===== config.mk =====
export PLATFORM = sky130hd
export DESIGN_NAME = hazard_ctrl
export DESIGN_NICKNAME = d
export VERILOG_FILES = /design/src/rtl/hazard_ctrl.sv
export SDC_FILE = /design/constraint.sdc
export NUM_CORES = 1
export LEC_CHECK = 0
export CORE_MARGIN = 5
export CORE_UTILIZATION = 44
export CTS_BUF_LIST = sky130_fd_sc_hd__clkbuf_2
export DETAILED_ROUTE_END_ITERATION = 7
export DONT_BUFFER_PORTS = 1
export GPL_TIMING_DRIVEN = 0
export PLACE_DENSITY_LB_ADDON = 0.08
export SYNTH_ARGS = -nofsm -noshare
export SYNTH_HDL_FRONTEND = slang
export SYNTH_SLANG_ARGS = --single-unit

===== constraint.sdc =====
create_clock -name clock -period 3.4 [get_ports clock]
set_input_delay 1.02 -clock clock [delete_from_list [all_inputs] [get_ports clock]]
set_output_delay 1.02 -clock clock [all_outputs]
set_load 0.02 [all_outputs]

===== src/rtl/hazard_ctrl.sv =====
// Pipeline hazard/sequencing controller: load-use and branch-operand stalls,
// multi-cycle divider scheduling with HI/LO write strobe, and flush control.
module hazard_ctrl #(
    parameter int DIV_CYCLES = 32,
    parameter int CNT_W      = 6
) (
    input  logic       clock,
    input  logic       reset,
    input  logic [4:0] ID_rs,
    input  logic [4:0] ID_rt,
    input  logic       ID_UseRs,
    input  logic       ID_UseRt,
    input  logic       ID_Branch,
    input  logic       ID_EX_MemRead,
    input  logic       ID_EX_RegWrite,
    input  logic [4:0] ID_EX_waddr,
    input  logic       EX_MEM_MemRead,
    input  logic [4:0] EX_MEM_waddr,
    input  logic       EX_Div,
    input  logic       BranchTaken,
    input  logic       ExcFlush,
    output logic       PC_Write,
    output logic       IF_ID_Write,
    output logic       IF_ID_Flush,
    output logic       ID_EX_Write,
    output logic       ID_EX_Flush,
    output logic       EX_MEM_Flush,
    output logic       div_start,
    output logic       hilo_we,
    output logic       div_busy
);

    typedef enum logic [1:0] {IDLE, BUSY, DONE} state_t;

    localparam logic [CNT_W-1:0] CNT_LAST = CNT_W'(DIV_CYCLES - 1);
    localparam logic [CNT_W-1:0] CNT_ONE  = CNT_W'(1);

    state_t           state, state_nxt;
    logic [CNT_W-1:0] cnt, cnt_nxt;

    logic ex_match, mem_match, load_use, branch_hz, hazard, freeze;

    // Operand compares against EX/MEM destinations; $0 never matches.
    always_comb begin
        ex_match  = (ID_EX_waddr != 5'd0) &&
                    ((ID_UseRs && (ID_rs == ID_EX_waddr)) ||
                     (ID_UseRt && (ID_rt == ID_EX_waddr)));
        mem_match = (EX_MEM_waddr != 5'd0) &&
                    ((ID_UseRs && (ID_rs == EX_MEM_waddr)) ||
                     (ID_UseRt && (ID_rt == EX_MEM_waddr)));
        load_use  = ID_EX_MemRead && ex_match;
        // Branches compare in ID, so an EX ALU result or a MEM load is too late.
        branch_hz = ID_Branch && ((ID_EX_RegWrite && ex_match) ||
                                  (EX_MEM_MemRead && mem_match));
        hazard    = load_use || branch_hz;
    end

    // Divider state and iteration counter.
    always_ff @(posedge clock or negedge reset) begin
        if (!reset) begin
            state <= IDLE;
            cnt   <= '0;
        end else begin
            state <= state_nxt;
            cnt   <= cnt_nxt;
        end
    end

    // Next-state logic and prioritised pipeline control outputs.
    always_comb begin
        state_nxt    = state;
        cnt_nxt      = '0;
        PC_Write     = 1'b1;
        IF_ID_Write  = 1'b1;
        IF_ID_Flush  = 1'b0;
        ID_EX_Write  = 1'b1;
        ID_EX_Flush  = 1'b0;
        EX_MEM_Flush = 1'b0;
        div_start    = 1'b0;
        hilo_we      = 1'b0;
        div_busy     = (state != IDLE);

        unique case (state)
            IDLE: begin
                if (EX_Div && !ExcFlush) begin
                    state_nxt = BUSY;
                    div_start = 1'b1;
                end
            end
            BUSY: begin
                cnt_nxt = cnt + CNT_ONE;
                if (ExcFlush) begin
                    state_nxt = IDLE;      // divide aborted, no result written
                    cnt_nxt   = '0;
                end else if (cnt == CNT_LAST) begin
                    state_nxt = DONE;
                    cnt_nxt   = '0;
                end
            end
            DONE: begin
                // The div leaves EX this cycle; an EX_Div here is the same one.
                state_nxt = IDLE;
                hilo_we   = 1'b1;
            end
            default: state_nxt = IDLE;
        endcase

        // The start cycle also freezes so the div is still in EX when BUSY begins.
        freeze = (state == BUSY) || div_start;

        if (ExcFlush) begin
            IF_ID_Flush  = 1'b1;
            ID_EX_Flush  = 1'b1;
            EX_MEM_Flush = 1'b1;
        end else if (freeze) begin
            PC_Write     = 1'b0;
            IF_ID_Write  = 1'b0;
            ID_EX_Write  = 1'b0;
            EX_MEM_Flush = 1'b1;
        end else if (hazard) begin
            PC_Write     = 1'b0;
            IF_ID_Write  = 1'b0;
            ID_EX_Flush  = 1'b1;
        end else if (BranchTaken) begin
            IF_ID_Flush  = 1'b1;
        end
    end

endmodule


## Word level (Yosys, flattened, before mapping)

Cells that the tools add are included.

- Add/subtract/negate cells: 1
- Eq/ne operators: 9
- Mux-type cells: 24
- Reduce and logical (&&, ||, !) cells: 22

Operators with widths:

| operator | number |
|---|---|
| $eq 5x5->1 | 4 |
| $mux 6 | 3 |
| $mux 1 | 17 |
| $logic_and 1x1->1 | 11 |
| $reduce_bool 5->1 | 2 |
| $add 6x1->6 const B | 1 |
| $eq 6x5->1 const B | 1 |
| $mux 2 | 3 |
| $logic_or 1x1->1 | 5 |
| $pmux 2 s2 | 1 |
| $ne 3x3->1 const B | 1 |
| $eq 2x1->1 const B | 1 |
| $eq 2x2->1 const B | 1 |
| $logic_not 2->1 | 1 |
| $ne 2x2->1 const B | 1 |
| $reduce_and 2->1 | 1 |
| $reduce_bool 2->1 | 1 |
| $logic_not 1->1 | 1 |

- Register bits: 8
- Input bits: 31
- Output and inout bits: 9

## Longest topological paths before layout

Gate-level depths: netlist (run 1).

- Depth in word-level cells: 11
- Mapped depth: 6
- Gate-level depth less buffers: 5

## Worst setup path before layout (run 1)

OpenSTA, ideal clock, no wires.

- Path kind: input -> output
- Start point: input port EX_MEM_waddr[0]
- End point: output port PC_Write
- Data arrival time: 2.206 ns
- Required time: 2.380 ns
- Path slack: 0.174 ns
- Stages on the path: 5
- Buffers on the path: 1
- Cell sequence: or3_1 o311a_1 a22oi_2 a21o_2 buf_4

- Longest elaborated chain between the ends: 11

Ends and longest elaborated chain:

| what | line | source |
|---|---|---|
| start: declaration | 18 | `input logic [4:0] EX_MEM_waddr,` |
| $eq 5x5->1 (on tied branches) | 49, 50 |  |
| $logic_and 1x1->1 (on tied branches) | 49, 50 |  |
| $logic_or 1x1->1 | 49 | `((ID_UseRs && (ID_rs == EX_MEM_waddr)) \|\|` |
| $logic_and 1x1->1 * | 48 | `mem_match = (EX_MEM_waddr != 5'd0) &&` |
| $logic_and 1x1->1 * | 54 | `(EX_MEM_MemRead && mem_match));` |
| $logic_or 1x1->1 * | 53 | `branch_hz = ID_Branch && ((ID_EX_RegWrite && ex_match) \|\|` |
| $logic_and 1x1->1 * | 53 |  |
| $logic_or 1x1->1 * | 55 | `hazard = load_use \|\| branch_hz;` |
| $mux 1 * (3 in series) | -- |  |
| end: declaration | 22 | `output logic PC_Write,` |

Mark *: on every way between the ends. The rest lies on a longest branch, timed or not.

## Worst setup path in the final report (run 1)

Same ends and word-level chain as after synthesis.

==> results of run 1 <==
[metrics by stage]
step           instances  setup WS [ns]
5_1_grt               97         0.0463
2_1_floorplan         78          0.174
4_1_cts               97          0.102
3_3_place_gp          94          0.104
3_5_place_dp          94         0.0988
6_report              97          0.112
[logic make-up after synthesis]
logic type | count (synthesis) | share of synthesized area
fa+ha+maj | 1 | 0.0186
flops | 8 | 0.298
compound gates | 14 | 0.151
xor+xnor | 23 | 0.300
simple gates | 29 | 0.210
buf+inv | 3 | 0.0224
[cell type report]
class	instances	area (sq um)
fillers	156	764
multi-input cells	67	457
flip-flops and latches	8	200
well taps	16	20.0
clock buffers	3	15.0
plain buffers	1	7.51
inverters	2	7.51
[layer usage]
metal,vias to the layer above,track usage
met5,-,0
met4,0,0.0135
met3,0,0.0856
met2,28,0.163
met1,247,0.167
li1,281,-
[state kept, by name, summed over array words and instances (netlist names)]
signal and count:
cnt 6, state 2
[cell usage in the layout, fill, tap and decap left out]
cell | netlist | layout
a21boi_0 | 1 | 1
a21o_2 | 1 | 1
a21oi_1 | 3 | 3
a22oi_2 | 1 | 1
a31o_1 | 1 | 1
and3_1 | 1 | 1
buf_4 | 1 | 1
clkbuf_2 | 0 | 3
dfrtp_1 | 8 | 8
ha_1 | 1 | 1
inv_1 | 2 | 2
nand2_1 | 9 | 9
nand3_1 | 2 | 2
nand3b_1 | 1 | 1
nand4_1 | 4 | 4
nor2_1 | 6 | 6
nor2b_1 | 1 | 1
nor3_1 | 1 | 1
nor4_1 | 1 | 1
o21ai_0 | 2 | 2
o21bai_1 | 1 | 1
o22ai_1 | 2 | 2
o311a_1 | 1 | 1
o311ai_0 | 1 | 1
or2_2 | 1 | 1
or3_1 | 2 | 2
xnor2_1 | 21 | 21
xor2_1 | 2 | 2
[worst max-delay path by stage]
stage	from	end	depth (start not counted)
global placement	EX_MEM_waddr[0]	PC_Write	5
global route	ID_EX_waddr[1]	ID_EX_Flush	5
CTS	EX_MEM_waddr[0]	PC_Write	5
detailed placement	EX_MEM_waddr[0]	PC_Write	5
finish	EX_MEM_waddr[0]	PC_Write	5
floorplan	EX_MEM_waddr[0]	PC_Write	5
[power groups by stage]
stage | Sequential, W | Clock, W | Combinational, W
global placement | 0.000103 | 0 | 0.0000556
global route | 0.000101 | 0.0000637 | 0.0000609
detailed placement | 0.000103 | 0 | 0.0000556
finish | 0.000101 | 0.0000539 | 0.0000555
CTS | 0.000101 | 0.0000576 | 0.0000559
floorplan | 0.000102 | 0 | 0.0000502
==> summary.txt, run 1 <==
Global route
  • GRT Util Overall: 0.123
  • First-pass GRT wire length: ~2400 um
  • Largest net degree at the start of global routing: 9
  • Vias in the first global route: 558
  • Total grt overflow: 0
  • Initial antenna violation count: 0

Drt
  • DR WL met2: 587 um
  • Top Layer Used: met3
  • M1 WL: between 600 and 700 um
  • Starting DRT DRC Count: 9
  • Met3 WL: roughly 180 um
  • Vias per cell: 5.73
  • DRC viols: 0
  • DR pass1 iterations: 4
  • Vias: approximately 560
  • Final WL: around 1400 um
  • Routed Antenna Nets: 0
  • Drt wl/cell: ~15 um

Min path
  • Worst hold stages: 1
  • HP Start: cnt[0]
  • Endpoint, Worst Hold: cnt[0]
  • Worst min path class: reg -> reg

Critical path
  • CP endpoint kind: output pin
  • Required time worst endpoint: about 2.4 ns
  • FF-to-FF End: cnt[3]
  • R2r worst-path depth: 4
  • Worst setup SP type: input port
  • Crit path kind: in -> out
  • CP arrival: roughly 2.3 ns
  • Reg2reg setup slack: around 1.8 ns
  • Worst path buffer plus inverter count: 1
  • Crit-path max FO: 3
  • Critical path's top delay family: compound AO/OA/AOI/OAI gates
  • Crit-path cells: or3_1, o311a_1, a22oi_2, a21o_2, buf_4
  • Slowest-stage cell, CP: or3_1
  • CP peak stage delay: around 0.35 ns
  • RR Startpoint: cnt[0]

Finish
  • # diodes: 0
  • Layout Nets: about 120
  • Share of cells above drive strength 1: 0.0864
  • Layout area overhead: 5.21%
  • Fin area: ~710 sq um
  • Fin util: 0.480

Clock network
  • Clock Tree Root: clkbuf_2
  • Hold-fix buffers, CTS: 0
  • Reg clk slew, reported paths: approximately 0.070 ns
  • CTS tree: done
  • Clk sinks: 8
  • Htree depth: 1
  • Bufs on Longest Clock Path: 2
  • Clk_lat worst skew: approximately 0.23 ns
  • Cts repair resizes: 0
  • Setup Buffers After CTS: 0
  • Cts bufs inserted: 3

Timing
  • Min cycle time layout: 3.29 ns
  • Slew Viols, Final: 0
  • Clock skew: ~0.0057 ns
  • Endpoints failing setup: 0
  • Final hold vios: 0
  • Final Cycle Share: 0.967
  • Fmax: a little over 300 MHz
  • Total negative slack: 0 ns
  • Worst Tran Pin Value: ~0.75 ns
  • Worst rel slew slack: 0.491
  • Worst hold slack: roughly 0.46 ns
  • RSZ-0062 raised after global routing: no

Place
  • Input/output buffers: 0
  • DP HPWL: approximately 1300 um
  • Placed cell area: 692 sq um
  • RePlAce Congestion: 0.727

Synth
  • Net Count, Synth: 110
  • Top-count cell post-synth: xnor2_1
  • Top FF cell, synth: dfrtp_1
  • Top cell type's share of synthesized area: 0.298
  • Synth Area per Inst: roughly 8.6 sq um
  • #FFs+latches synth: 8
  • EDFF count, synth: 0
  • Largest area contributor in the netlist: dfrtp_1
  • Top cells by instance count after synthesis: 21 x xnor2_1, 9 x nand2_1, 8 x dfrtp_1, 6 x nor2_1, 4 x nand4_1
  • YS warnings: 0
  • Synth cell types: 27
  • Post-Synthesis Cell Area: 672 sq um
  • Post-synthesis sequential area ratio: 0.298
  • Gate Count Post-Synth: approximately 80
  • Ys async rst share: 1.00
  • Area contributors post-synth: dfrtp_1 30%, xnor2_1 27%, nand2_1 5.0%

Die
  • Die Footprint: about 2400 sq um
  • # rows: 14
  • I/O Pins: 40
  • Initial Util: 0.457
  • Chip Height: between 40 and 50 um
  • Chip width: between 40 and 50 um
  • Core area: about 1500 sq um

Power
  • PD cells: around 300 nW/um^2
  • Leak pwr: approximately 0.27 nW
  • Max VDD drop: 151 uV
  • Combinational power share: 0.264
  • P_int: about 0.00015 W
  • NetSw: ~0.000061 W
  • Pwr Total: ~0.00021 W
  • Sw Share: 0.291
  • Reg power frac: 0.479
  • Clock share of power: 0.257

Run
  • Max-cap violations: 0

Run status
  • Status: finished clean
(Power assumes the default switching activity.)
==> run 2: changes to the inputs <==
- SETUP_SLACK_MARGIN: default -> 0.05
- SLEW_MARGIN: default -> 20
==> run 2 against run 1 <==
Combinational power hardly changed. First-iteration DRC count unchanged. Clock skew about the same. Wire length is 0.28% lower. Non-clock buffer count is the same. Largest cell class unchanged. Highest routed layer unchanged.
==> summary.txt, run 2 (synthesis gave the netlist of run 1 again) <==
Run status
  • Status: finished clean

Critical path
  • Slowest-stage cell, CP: or3_1
  • Worst setup SP type: input port
  • CP arrival: 2.27 ns (about the same)
  • Crit path kind: in -> out
  • Crit-path cells: or3_1, o311a_1, a22oi_2, a21o_2, buf_4
  • Worst path buffer plus inverter count: 1 (unchanged)
  • Critical path's top delay family: compound AO/OA/AOI/OAI gates
  • CP endpoint kind: output pin
  • RR Startpoint: cnt[0]
  • Crit-path max FO: 3 (unchanged)
  • CP peak stage delay: 0.35 ns (about the same)
  • Required time worst endpoint: 2.38 ns (about the same)
  • CP startpoint: EX_MEM_waddr[0]

Finish
  • Largest Register: cnt
  • Commonest cells after routing, fill and taps aside: 21 x xnor2_1, 9 x nand2_1, 8 x dfrtp_1
  • Filler Cell Count: 156 (unchanged)
  • Layout Nets: 115 (unchanged)
  • FF+latch area: 200 sq um (unchanged)
  • Number of flip-flops in the largest register: 6 (unchanged)
  • Share of cells above drive strength 1: 0.0864 (unchanged)
  • Layout area overhead: 5.21% (unchanged)
  • Multi-input gate area: 457 sq um (unchanged)
  • Commonest non-fill, non-tap cell in the layout: xnor2_1
  • # diodes: 0 (unchanged)
  • Top flop regs: cnt: 6 flops, state: 2 flops

Clock network
  • Clk sinks: 8 (unchanged)
  • Reg clk slew, reported paths: 0.07 ns (about the same)
  • CTS tree: done
  • Clock Tree Root: clkbuf_2
  • Htree depth: 1 (unchanged)
  • Setup Buffers After CTS: 0 (unchanged)
  • Cts repair resizes: 0 (unchanged)
  • Hold-fix buffers, CTS: 0 (unchanged)
  • Cts bufs inserted: 3 (unchanged)
  • Bufs on Longest Clock Path: 2 (unchanged)
  • Clk_lat worst skew: 0.23 ns (about the same)

Global route
  • Largest net degree at the start of global routing: 9 (unchanged)
  • GRT Util Overall: 0.123 (unchanged)
  • Vias in the first global route: 558 (unchanged)
  • First-pass GRT wire length: 2380 um (unchanged)
  • Total grt overflow: 0 (unchanged)
  • Initial antenna violation count: 0 (unchanged)

Power
  • PD cells: 298 nW/um^2 (about the same)
  • Leak pwr: 0.272 nW (+0.19%)
  • Pwr Total: 0.000210 W (about the same)
  • Max VDD drop: 151 uV (about the same)

Drt
  • DRC viols: 0 (unchanged)
  • DR pass1 iterations: 4 (unchanged)
  • Drt wl/cell: 14.9 um (-0.28%)
  • Routed Antenna Nets: 0 (unchanged)
  • Vias per cell: 5.76 (+0.54%)
  • Final WL: 1440 um (-0.28%)
  • Starting DRT DRC Count: 9 (unchanged)
  • Vias: 559 (+0.54%)

Die
  • # rows: 14 (unchanged)
  • I/O Pins: 40 (unchanged)
  • Initial Util: 0.457 (unchanged)
  • Chip width: 49.1 um (unchanged)
  • Die Footprint: 2410 sq um (unchanged)
  • Chip Height: 49.1 um (unchanged)
  • Core area: 1470 sq um (unchanged)

Timing
  • Endpoints failing setup: 0 (unchanged)
  • Min cycle time layout: 3.29 ns (+0.00609 ns)
  • Total negative slack: 0 ns (unchanged)
  • Clock skew: 0.00572 ns (+0.00000728 ns)
  • RSZ-0062 raised after global routing: no
  • Slew Viols, Final: 0 (unchanged)
  • Worst rel slew slack: 0.513 (+0.0225)
  • Final Cycle Share: 0.969 (+0.00179)
  • Fmax: 304 MHz (-0.19%)
  • Worst Tran Pin Value: 0.721 ns (-0.0333 ns)
  • Final hold vios: 0 (unchanged)

Min path
  • HP Start: cnt[0]
  • Worst min path class: reg -> reg

Place
  • Input/output buffers: 0 (unchanged)
  • DP HPWL: 1270 um (unchanged)
  • RePlAce Congestion: 0.727 (unchanged)

Run
  • Max-cap violations: 0 (unchanged)
run 2: cell type report:
cell class                      count  area share
Buffer                              1      0.0106
Sequential cell                     8       0.283
Multi-Input combinational cell     67       0.646
Inverter                            2      0.0106
Tap cell                           16      0.0283
Clock buffer                        3      0.0212
run 2: worst reg2reg max path: stages (launching register included):
cell and delay (ns):
dfrtp_1 0.37, ha_1 0.23, nand2_1 0.08, o311ai_0 0.65, nor2_1 0.13
run 2: path summary, 6_finish.rpt:
kind | endpoint | slack [ns] | cells past startpoint
setup / recovery | PC_Write | 0.11 | 5
max in group asynchronous | cnt[2] | 2.85 | 0
hold reg to reg | cnt[0] | 0.46 | 1
min in group asynchronous | cnt[5] | 0.48 | 0
hold / removal | cnt[0] | 0.46 | 1
setup reg to reg | cnt[3] | 1.79 | 4
run 2: metal layers:
| metal | part of all wire | track usage |
|---|---|---|
| met1 | 0.46 | 0.167 |
| met2 | 0.41 | 0.163 |
| met4 | 0 | 0.0135 |
| met5 | 0 | 0 |
| met3 | 0.13 | 0.0856 |
run 2: power by group:
part           total [W]  internal (W)  switching (W)
combinational  0.0000556     0.0000275      0.0000282
clock          0.0000539     0.0000240      0.0000299
sequential      0.000101     0.0000976     0.00000314
total           0.000210      0.000149      0.0000612
run 2: stage by stage:
step / area (sq um) / util / setup WS (ns) / std cells / hold WS, ns
6_report: 707 / 0.480 / 0.106 / 97 / 0.459
5_1_grt: 707 / 0.480 / 0.0602 / 97 / 0.443
4_1_cts: 707 / 0.480 / 0.102 / 97 / 0.460
3_5_place_dp: 692 / 0.470 / 0.0988 / 94 / 0.452
3_3_place_gp: 692 / 0.470 / 0.104 / 94 / 0.447
2_1_floorplan: 672 / - / 0.174 / 78 / 0.432
==> run 3: changes to the inputs <==
- CAP_MARGIN: default -> 10
==> results of run 3 <==
The final DEF is identical to that of run 2; final timing and power are the same.
